$ cat src/rtl/sprite_addr_calc.sv
// sprite_addr_calc: per-pixel sprite footprint test and sprite-memory address
// generator. One registered stage: outputs reflect the inputs sampled at the
// previous rising edge.
module sprite_addr_calc (
  input  logic        clk,
  input  logic        reset,
  input  logic [79:0] pattern_info,
  input  logic [31:0] sprite_info,
  input  logic [9:0]  hcount,
  input  logic [9:0]  vcount,
  output logic [15:0] addr_output,
  output logic        valid
);

  // Pattern descriptor fields
  logic [15:0] append;
  logic [15:0] res_h;
  logic [15:0] res_v;
  logic [15:0] act_h;
  logic [15:0] act_v;

  // Sprite state fields (attributes [9:0] are not used here)
  logic        visible;
  logic        hflip;
  logic [9:0]  pos_x;
  logic [9:0]  pos_y;

  assign append  = pattern_info[79:64];
  assign res_h   = pattern_info[63:48];
  assign res_v   = pattern_info[47:32];
  assign act_h   = pattern_info[31:16];
  assign act_v   = pattern_info[15:0];

  assign visible = sprite_info[31];
  assign hflip   = sprite_info[30];
  assign pos_x   = sprite_info[29:20];
  assign pos_y   = sprite_info[19:10];

  // Intermediate combinational values, all 17 bits so the footprint end
  // (position + active size) never wraps.
  logic [16:0] dx;
  logic [16:0] dy;
  logic [16:0] h_end;
  logic [16:0] v_end;
  logic        h_hit;
  logic        v_hit;
  logic [16:0] col;
  logic [16:0] row;
  logic        stored;
  logic [31:0] row_base;
  logic [15:0] addr_sum;

  logic        valid_d;
  logic        valid_q;
  logic [15:0] addr_d;
  logic [15:0] addr_q;

  // Footprint test, flip mapping, storage clip and linear address
  always_comb begin
    dx       = {7'd0, hcount} - {7'd0, pos_x};
    dy       = {7'd0, vcount} - {7'd0, pos_y};
    h_end    = {7'd0, pos_x} + {1'b0, act_h};
    v_end    = {7'd0, pos_y} + {1'b0, act_v};
    h_hit    = ({7'd0, hcount} >= {7'd0, pos_x}) && ({7'd0, hcount} < h_end);
    v_hit    = ({7'd0, vcount} >= {7'd0, pos_y}) && ({7'd0, vcount} < v_end);

    // Mirrored column only matters inside the footprint, where dx < act_h,
    // so the subtraction cannot underflow there.
    if (hflip) begin
      col = {1'b0, act_h} - 17'd1 - dx;
    end else begin
      col = dx;
    end
    row      = dy;

    // Footprint pixels beyond the stored image are transparent.
    stored   = (col < {1'b0, res_h}) && (row < {1'b0, res_v});

    // Inside the footprint row fits in 16 bits; full product, then truncate.
    row_base = row[15:0] * res_h;
    addr_sum = append + row_base[15:0] + col[15:0];

    valid_d  = visible && h_hit && v_hit && stored;
    addr_d   = valid_d ? addr_sum : 16'd0;
  end

  // Output register; synchronous reset overrides any hit this cycle
  always_ff @(posedge clk) begin
    if (reset) begin
      valid_q <= 1'b0;
      addr_q  <= 16'd0;
    end else begin
      valid_q <= valid_d;
      addr_q  <= addr_d;
    end
  end

  assign valid       = valid_q;
  assign addr_output = addr_q;

endmodule

$ cat config.mk
export PLATFORM = sky130hd
export DESIGN_NAME = sprite_addr_calc
export DESIGN_NICKNAME = d
export VERILOG_FILES = /design/src/rtl/sprite_addr_calc.sv
export SDC_FILE = /design/constraint.sdc
export NUM_CORES = 1
export LEC_CHECK = 0
export CAP_MARGIN = 20
export CELL_PAD_IN_SITES_DETAIL_PLACEMENT = 1
export CELL_PAD_IN_SITES_GLOBAL_PLACEMENT = 2
export CORE_ASPECT_RATIO = 2
export CORE_MARGIN = 5
export CORE_UTILIZATION = 33
export CTS_BUF_LIST = sky130_fd_sc_hd__clkbuf_2 sky130_fd_sc_hd__clkbuf_4 sky130_fd_sc_hd__clkbuf_8
export DETAILED_ROUTE_END_ITERATION = 7
export GPL_ROUTABILITY_DRIVEN = 0
export PLACE_DENSITY_LB_ADDON = 0.05
export SLEW_MARGIN = 15
export SYNTH_ARGS = -nofsm -noshare
export SYNTH_HDL_FRONTEND = slang
export SYNTH_SLANG_ARGS = --single-unit
$ cat constraint.sdc
create_clock -name clk -period 10.2 [get_ports clk]
set_input_delay 1.02 -clock clk [delete_from_list [all_inputs] [get_ports clk]]
set_output_delay 1.02 -clock clk [all_outputs]
set_load 0.01 [all_outputs]
Yosys cells after proc, flatten, opt, wreduce, memory -nomap -nowiden
Index checks and enable logic that the tools add are counted.
- input bits: 134
- bits in registers: 17
- muxes and demuxes: 1
- reduce and logical (&&, ||, !) cells: 7
- add/sub/neg operators: 8
- magnitude comparators: 6
- multipliers: 1
- bitwise gates (word level): 1
- operators with widths (operator ; number):
    adder 10 x 16 -> 17 bit ; 2
    less-than comparator 10 x 17 -> 1 bit ; 2
    less-than comparator 17 x 16 -> 1 bit ; 2
    adder 16 bit ; 2
    subtractor 10 x 10 -> 11 bit ; 2
    greater-or-equal comparator 10 bit ; 2
    2-to-1 mux 17 bit ; 1
    subtractor 16 x 1 -> 17 bit (second input constant) ; 1
    subtractor 17 bit ; 1
    multiplier 11 x 16 -> 16 bit ; 1
    logical AND 1 bit ; 6
    OR reduction 2 bit ; 1
    NOT 1 bit ; 1

Logic depth before layout (Yosys ltp)
Gate-level depths: netlist (run 1).
- word-level depth: 8
- depth in mapped cells: 37
- mapped depth without buffers: 37

Least setup slack after synthesis (run 1)
No wires, ideal clock.
- path kind: input-to-reg
- start: input port hcount[0]
- end: register addr_q[15], in the netlist addr_output[15]
- stages: 35
- arrival time: 7732 ps
- buffers on the path: 0
- slack: 2354 ps
- cell sequence: inv_1 -> ha_1 -> inv_1 -> fa_1 -> a21o_1 -> a21oi_1 -> o21ai_0 -> a21oi_1 -> xor2_1 -> ha_1 -> and3_1 -> o211ai_1 -> a22oi_1 -> o41ai_1 -> nand2b_1 -> a21oi_1 -> xnor2_1 -> a21o_1 -> fa_1 -> fa_1 -> fa_1 -> inv_1 -> fa_1 -> inv_1 -> ha_1 -> xor2_1 -> xnor2_1 -> xnor2_1 -> xnor2_1 -> xnor2_1 -> xnor3_1 -> xnor3_1 -> xnor2_1 -> xor2_1 -> nor2b_1
- longest elaborated chain between the ends: 8
- elaborated cells on any way between the ends: 14
- ends and longest elaborated chain (item ; line ; RTL):
    start, declared ; 9 ; input logic [9:0] hcount,
    subtractor 10 x 10 -> 11 bit ; 60 ; dx = {7'd0, hcount} - {7'd0, pos_x};
    subtractor 17 bit ; 70 ; col = {1'b0, act_h} - 17'd1 - dx;
    2-to-1 mux 17 bit ; 69 ; if (hflip) begin
    less-than comparator 17 x 16 -> 1 bit ; 77 ; stored = (col < {1'b0, res_h}) && (row < {1'b0, res_v});
    logical AND 1 bit ; 77 ;
    logical AND 1 bit ; 83 ; valid_d = visible && h_hit && v_hit && stored;
    NOT 1 bit (no line) ; - ;
    OR reduction 2 bit (no line) ; - ;
    end signal, assigned ; 94 ; addr_q <= addr_d;
    end, declared ; 56 ; logic [15:0] addr_q;
Parallel ways exist; a longest one is shown, timed or not.
A chain may end at the register's enable or synchronous reset.

Worst setup path in the final report (run 1)
- start: input port sprite_info[20]
- end: register addr_q[15], in the netlist addr_output[15]
- longest elaborated chain between the ends: 8
- elaborated cells on any way between the ends: 15
- ends and longest elaborated chain (item ; line ; RTL):
    start, declared ; 8 ; input logic [31:0] sprite_info,
    subtractor 10 x 10 -> 11 bit or adder 10 x 16 -> 17 bit (tied branches) ; 60, 62 ;
    subtractor 17 bit or less-than comparator 10 x 17 -> 1 bit (tied branches) ; 70, 64 ;
    2-to-1 mux 17 bit or logical AND 1 bit (tied branches) ; 69, 64 ;
    less-than comparator 17 x 16 -> 1 bit or logical AND 1 bit (tied branches) ; 77, 83 ;
    logical AND 1 bit (on tied branches) ; 77, 83 ;
    logical AND 1 bit ; 83 ;
    NOT 1 bit (no line) ; - ;
    OR reduction 2 bit (no line) ; - ;
Parallel ways exist; a longest one is shown, timed or not.

==> metrics.csv, run 1 <==
stage,metric,value,unit
die,start_util,33.3,%
timing,period_share,89.9,%
yosys,synth_area,8550,sq um
global_route,grt_pass1_vias,8548,
min_path,hold_class,input port to flip-flop,
yosys,synth-main-ff-cell,dfxtp_1,
layout,postLayoutCellArea,10400,sq um
timing,worstMarginPinSlew,895,ps
layout,drive_gt1_share,3.08,%
die,io_pins,151,
global_route,grt-ovfl-total,0,
route,initialDrtViolationCount,158,
yosys,synth_seq_cells,17,
critical_path,worstSetupPathType,input port to flip-flop,
critical_path,max_stage_delay,520,ps
layout,nNetsFinal,1560,
timing,rsz0062_at_grt,no,
placement,place_area,10400,sq um
timing,finalSetupViolCount,0,
timing,finalHoldViolations,0,
clock_network,cts_max_path_buffers,2,
yosys,synth_edf_count,0,
global_route,grt_use_total,19.1,%
yosys,yosysSeqAreaShare,3.98,%
critical_path,critPathArrivalTime,9340,ps
route,route.vias.total,7514,
clock_network,cts.sinks,17,
yosys,yosysUniqueCellTypes,60,
timing,relSlewSlack,40.0,%
yosys,ys_top_cells_by_area,"fa_1 26%, ha_1 22%, inv_1 8.9%, nand2_1 4.0%, dfxtp_1 4.0%",
status,status,"finished, final reports clean",
layout,layoutNonFillerInstCount,1510,
route,first_pass_iters,4,
die,coreArea,25700,sq um
timing,tns,0,ps
die,fp.dieArea,29400,sq um
route,antenna_left,0,
layout,finish.utilization,40.7,%
clock_network,hold_buffers,0,
die,die_y,238,um
critical_path,slowest_stage,fa_1,
global_route,antenna_found_initial,1,
yosys,syn_nets,1426,
global_route,grt_pass1_wl,43300,um
layout,syn_to_final_growth,22.0,%
clock_network,cts_setup_buffers,0,
yosys,yosys.area.top_type,fa_1,
route,wirelength,27100,um
route,routed_via_density,4.98,
route,route.detailed.drc,0,
min_path,hold_end,addr_output[0]$_SDFF_PP0_,
clock_network,path_clk_slew,90,ps
clock_network,htreeDepth,1,
yosys,avgSynthCellArea,8.25,sq um
global_route,grt_max_degree,29,
critical_path,endpoint_kind,flip-flop,
min_path,hp-start,pattern_info[64],
placement,dp.cells,1505,
clock_network,postCtsResizedCells,0,
timing,fmax,0.109,GHz
timing,drv_slew,0,
yosys,yosysTopAreaCellShare,25.5,%
min_path,whs_path_depth,4,
die,dieWidth,124,um
placement,portBuffers,140,
clock_network,cts-buffers-inserted,3,
placement,dp_hpwl,24300,um
route,wl_per_cell,18.0,um
die,row_count,83,
timing,fin_crit,9170,ps
yosys,ys_warn_count,0,
flow_run,cap_violations,0,
yosys,async_reset_ff_share,0,%
clock_network,cts_root_buffer,clkbuf_8,
critical_path,worstPathRequired,10370,ps
critical_path,worstPathMaxFanout,4,
critical_path,critPathLaunchType,input port,
clock_network,cts_tree,yes,
yosys,synthCells,1036,
-- critical path, delay by kind of cell --
kind                     cells  cell delay, ps
buffers and inverters        7             990
adder cells (fa/ha/maj)      9            3620
XOR/XNOR                     3             520
AND/OR/NAND/NOR              7             920
AO/OA/AOI/OAI               10            2240
-- layer usage --
layer  vias up  share of wire, %  global-route usage [%]
met5         -                 0                       0
met3        24               2.6                    1.05
met1      3713                35                    19.9
met2       112                60                    39.2
met4         0               2.3                    5.04
li1       3665                 -                       -
-- sequential cells by signal (all words and copies together) (netlist names) --
register and flops:
valid 1, addr_output 16
-- worst max-delay path by stage --
| stage | slack [ps] | to | startpoint | cells past startpoint |
|---|---|---|---|---|
| after floorplan | 2350 | addr_output[15]$_SDFF_PP0_ | hcount[0] | 35 |
| after CTS | 910 | addr_output[15]$_SDFF_PP0_ | sprite_info[20] | 36 |
| final | 1030 | addr_output[15]$_SDFF_PP0_ | sprite_info[20] | 36 |
| after detailed placement | 620 | addr_output[15]$_SDFF_PP0_ | sprite_info[20] | 36 |
| after global placement | 660 | addr_output[15]$_SDFF_PP0_ | sprite_info[20] | 36 |
| after global routing | 550 | addr_output[15]$_SDFF_PP0_ | sprite_info[20] | 36 |
-- cell families after synthesis --
logic type | after synthesis | synth area share [%]
AO/OA/AOI/OAI | 192 | 14.9
XOR/XNOR | 70 | 7.50
adder cells (fa/ha/maj) | 257 | 47.2
buffers and inverters | 226 | 10.0
flip-flops | 17 | 3.98
multiplexers | 1 | 0.117
AND/OR/NAND/NOR | 273 | 16.2
-- Yosys cell counts, drive strengths merged (6+ instances only) --
cell type  instances
o21ai             38
nor4               6
nor2b             14
nand2             93
o21a              11
and3               9
a21o              23
ha               147
xnor2             37
nand2b            25
a211oi            12
nor2              38
dfxtp             17
clkbuf            21
nor3              20
nand4              8
fa               109
a31oi             11
and2              35
inv              202
xor2              31
a21oi             51
o21bai             8
-- metrics by stage --
| step | worst slack [ps] | hold WS (ps) |
|---|---|---|
| after floorplan | 2350 | 1320 |
| after global placement | 662 | 1760 |
| after detailed placement | 623 | 1760 |
| after CTS | 905 | 1630 |
| after global routing | 553 | 1650 |
| final | 1030 | 1630 |
-- placed cells by master, fill, tap and decap left out, drive strengths merged, types with 8 or more instances in the layout --
cell,instances
nor3,20
nor2,38
buf,13
and2,35
fa,109
a21o,23
clkdlybuf4s50,140
dfxtp,17
a211oi,12
xnor2,37
o21a,11
nand2,93
a31oi,11
xor2,31
o21ai,38
a21oi,51
and3,9
ha,147
inv,202
nand4,8
nand2b,25
o21bai,8
nor2b,14
-- final cells by class --
type / count / area (sq um)
Sequential cell: 17 / 340
Fill cell: 3111 / 15200
Inverter: 202 / 758
Antenna cell: 1 / 2.50
Clock inverter: 1 / 5.00
Clock buffer: 3 / 41.3
Tap cell: 340 / 425
Timing Repair Buffer: 153 / 1500
Multi-Input combinational cell: 793 / 7360
Power of run 1 is left out: the tool's default activity adds up to more than one toggle a clock period on the data nets, which glitch-free logic cannot reach.
==> run 2, diff against run 1 <==
Settings changed: PLACE_DENSITY_LB_ADDON 0.05 to 0.1.
==> run 2 against run 1 <==
Against the previous run: via count up 0.16%; hold slack got worse by 12 ps; sequential share of layout area is essentially flat; maximum frequency grew 0.42%; die area unchanged; cell area hardly changed; utilization about the same.
==> metrics.csv, run 2 (synthesized netlist as in run 1, its figures left out) <==
stage,metric,value,unit,change
global_route,grt-ovfl-total,0,,unchanged
global_route,antenna_found_initial,0,,was 1
critical_path,endpoint_kind,flip-flop,,unchanged
die,start_util,33.3,%,unchanged
clock_network,cts_max_path_buffers,2,,unchanged
die,fp.dieArea,29400,sq um,unchanged
layout,nNetsFinal,1560,,unchanged
clock_network,path_clk_slew,90,ps,about the same
timing,drv_slew,0,,unchanged
route,routed_via_density,4.99,,was 4.98
placement,dp_hpwl,24400,um,was 24300 um
layout,layoutNonFillerInstCount,1509,,was 1510
layout,n_fill_cell,3111,,unchanged
route,wl_per_cell,17.9,um,was 18.0 um
critical_path,worstPathMaxFanout,4,,unchanged
global_route,grt_max_degree,29,,unchanged
timing,tns,0,ps,unchanged
clock_network,cts_tree,yes,,unchanged
global_route,grt_pass1_vias,8541,,was 8548
die,io_pins,151,,unchanged
critical_path,worstSetupPathType,input port to flip-flop,,unchanged
clock_network,cts-buffers-inserted,3,,unchanged
clock_network,cts.sinks,17,,unchanged
timing,fmax,0.110,GHz,was 0.109 GHz
global_route,use_met2,39.3,%,was 39.2%
layout,largest_reg_flops,16,,unchanged
timing,relSlewSlack,42.6,%,was 40.0%
global_route,grt_pass1_wl,42700,um,was 43300 um
layout,regArea,340,sq um,unchanged
route,route.vias.total,7526,,was 7514
route,route.detailed.drc,0,,unchanged
flow_run,cap_violations,0,,unchanged
die,die_y,238,um,unchanged
layout,syn_to_final_growth,22.0,%,about the same
layout,diodes,0,,was 1
global_route,grt_use_met3,1.12,%,was 1.05%
critical_path,max_stage_delay,520,ps,about the same
layout,final_cell_mix,"202 x inv_1, 147 x ha_1, 140 x clkdlybuf4s50_1",,unchanged
route,initialDrtViolationCount,177,,was 158
layout,layout_commonest_cell,inv_1,,unchanged
die,row_count,83,,unchanged
clock_network,htreeDepth,1,,unchanged
timing,period_share,89.5,%,was 89.9%
clock_network,cts_root_buffer,clkbuf_8,,unchanged
global_route,busiest_layer,met2,,unchanged
die,dieWidth,124,um,unchanged
clock_network,cts_setup_buffers,0,,unchanged
route,first_pass_iters,4,,unchanged
die,coreArea,25700,sq um,unchanged
placement,dp.cells,1505,,unchanged
clock_network,postCtsResizedCells,0,,unchanged
route,antenna_left,0,,unchanged
layout,multiInputGateArea,7360,sq um,unchanged
layout,drive_gt1_share,3.08,%,unchanged
route,wirelength,27100,um,about the same
clock_network,hold_buffers,0,,unchanged
placement,portBuffers,140,,unchanged
timing,finalHoldViolations,0,,unchanged
critical_path,critPathArrivalTime,9300,ps,was 9340 ps
min_path,hold_class,input port to flip-flop,,unchanged
timing,worstMarginPinSlew,856,ps,was 895 ps
critical_path,critPathLaunchType,input port,,unchanged
timing,finalSetupViolCount,0,,unchanged
timing,rsz0062_at_grt,no,,unchanged
status,status,"finished, final reports clean",,unchanged
global_route,grt_use_total,18.8,%,was 19.1%
global_route,met1_usage,19.0,%,was 19.9%
critical_path,slowest_stage,fa_1,,unchanged
critical_path,worstPathRequired,10370,ps,about the same
timing,fin_crit,9130,ps,was 9170 ps
==> run 2: cell type report <==
class	instances	share of cell area [%]
multi-input combinational	793	70.6
timing repair buffer	153	14.4
inverter	202	7.27
tap	340	4.08
sequential	17	3.26
clock buffer	3	0.396
clock inverter	1	0.0480
==> run 2: path summary, 6_finish.rpt <==
kind	start	endpoint	slack, ps	cells past startpoint
setup / recovery	sprite_info[20]	addr_output[15]$_SDFF_PP0_	1070	36
hold / removal	pattern_info[64]	addr_output[0]$_SDFF_PP0_	1610	4
==> run 2: worst max-delay path: cells and delay by family <==
kind	cells	cell delay, ps
adder cells (fa/ha/maj)	9	3610
XOR/XNOR	3	450
AND/OR/NAND/NOR	7	840
buffers and inverters	7	970
AO/OA/AOI/OAI	10	2360
==> run 2: per-stage QoR <==
stage	cell area [sq um]	hold slack [ps]	setup WS [ps]	util (%)
global placement	10400	1760	725	40.5
finish	10400	1610	1070	40.6
global route	10400	1650	570	40.6
floorplan	8550	1320	2350	-
detailed placement	10400	1760	682	40.5
CTS	10400	1620	976	40.6
==> run 2: routing by layer <==
| layer | part of all wire [%] | vias to the layer above |
|---|---|---|
| met1 | 36 | 3713 |
| met3 | 2.3 | 31 |
| met2 | 60 | 129 |
| met4 | 2.2 | 0 |
| li1 | - | 3653 |
| met5 | 0 | - |
Power of run 2 is left out for the same reason.
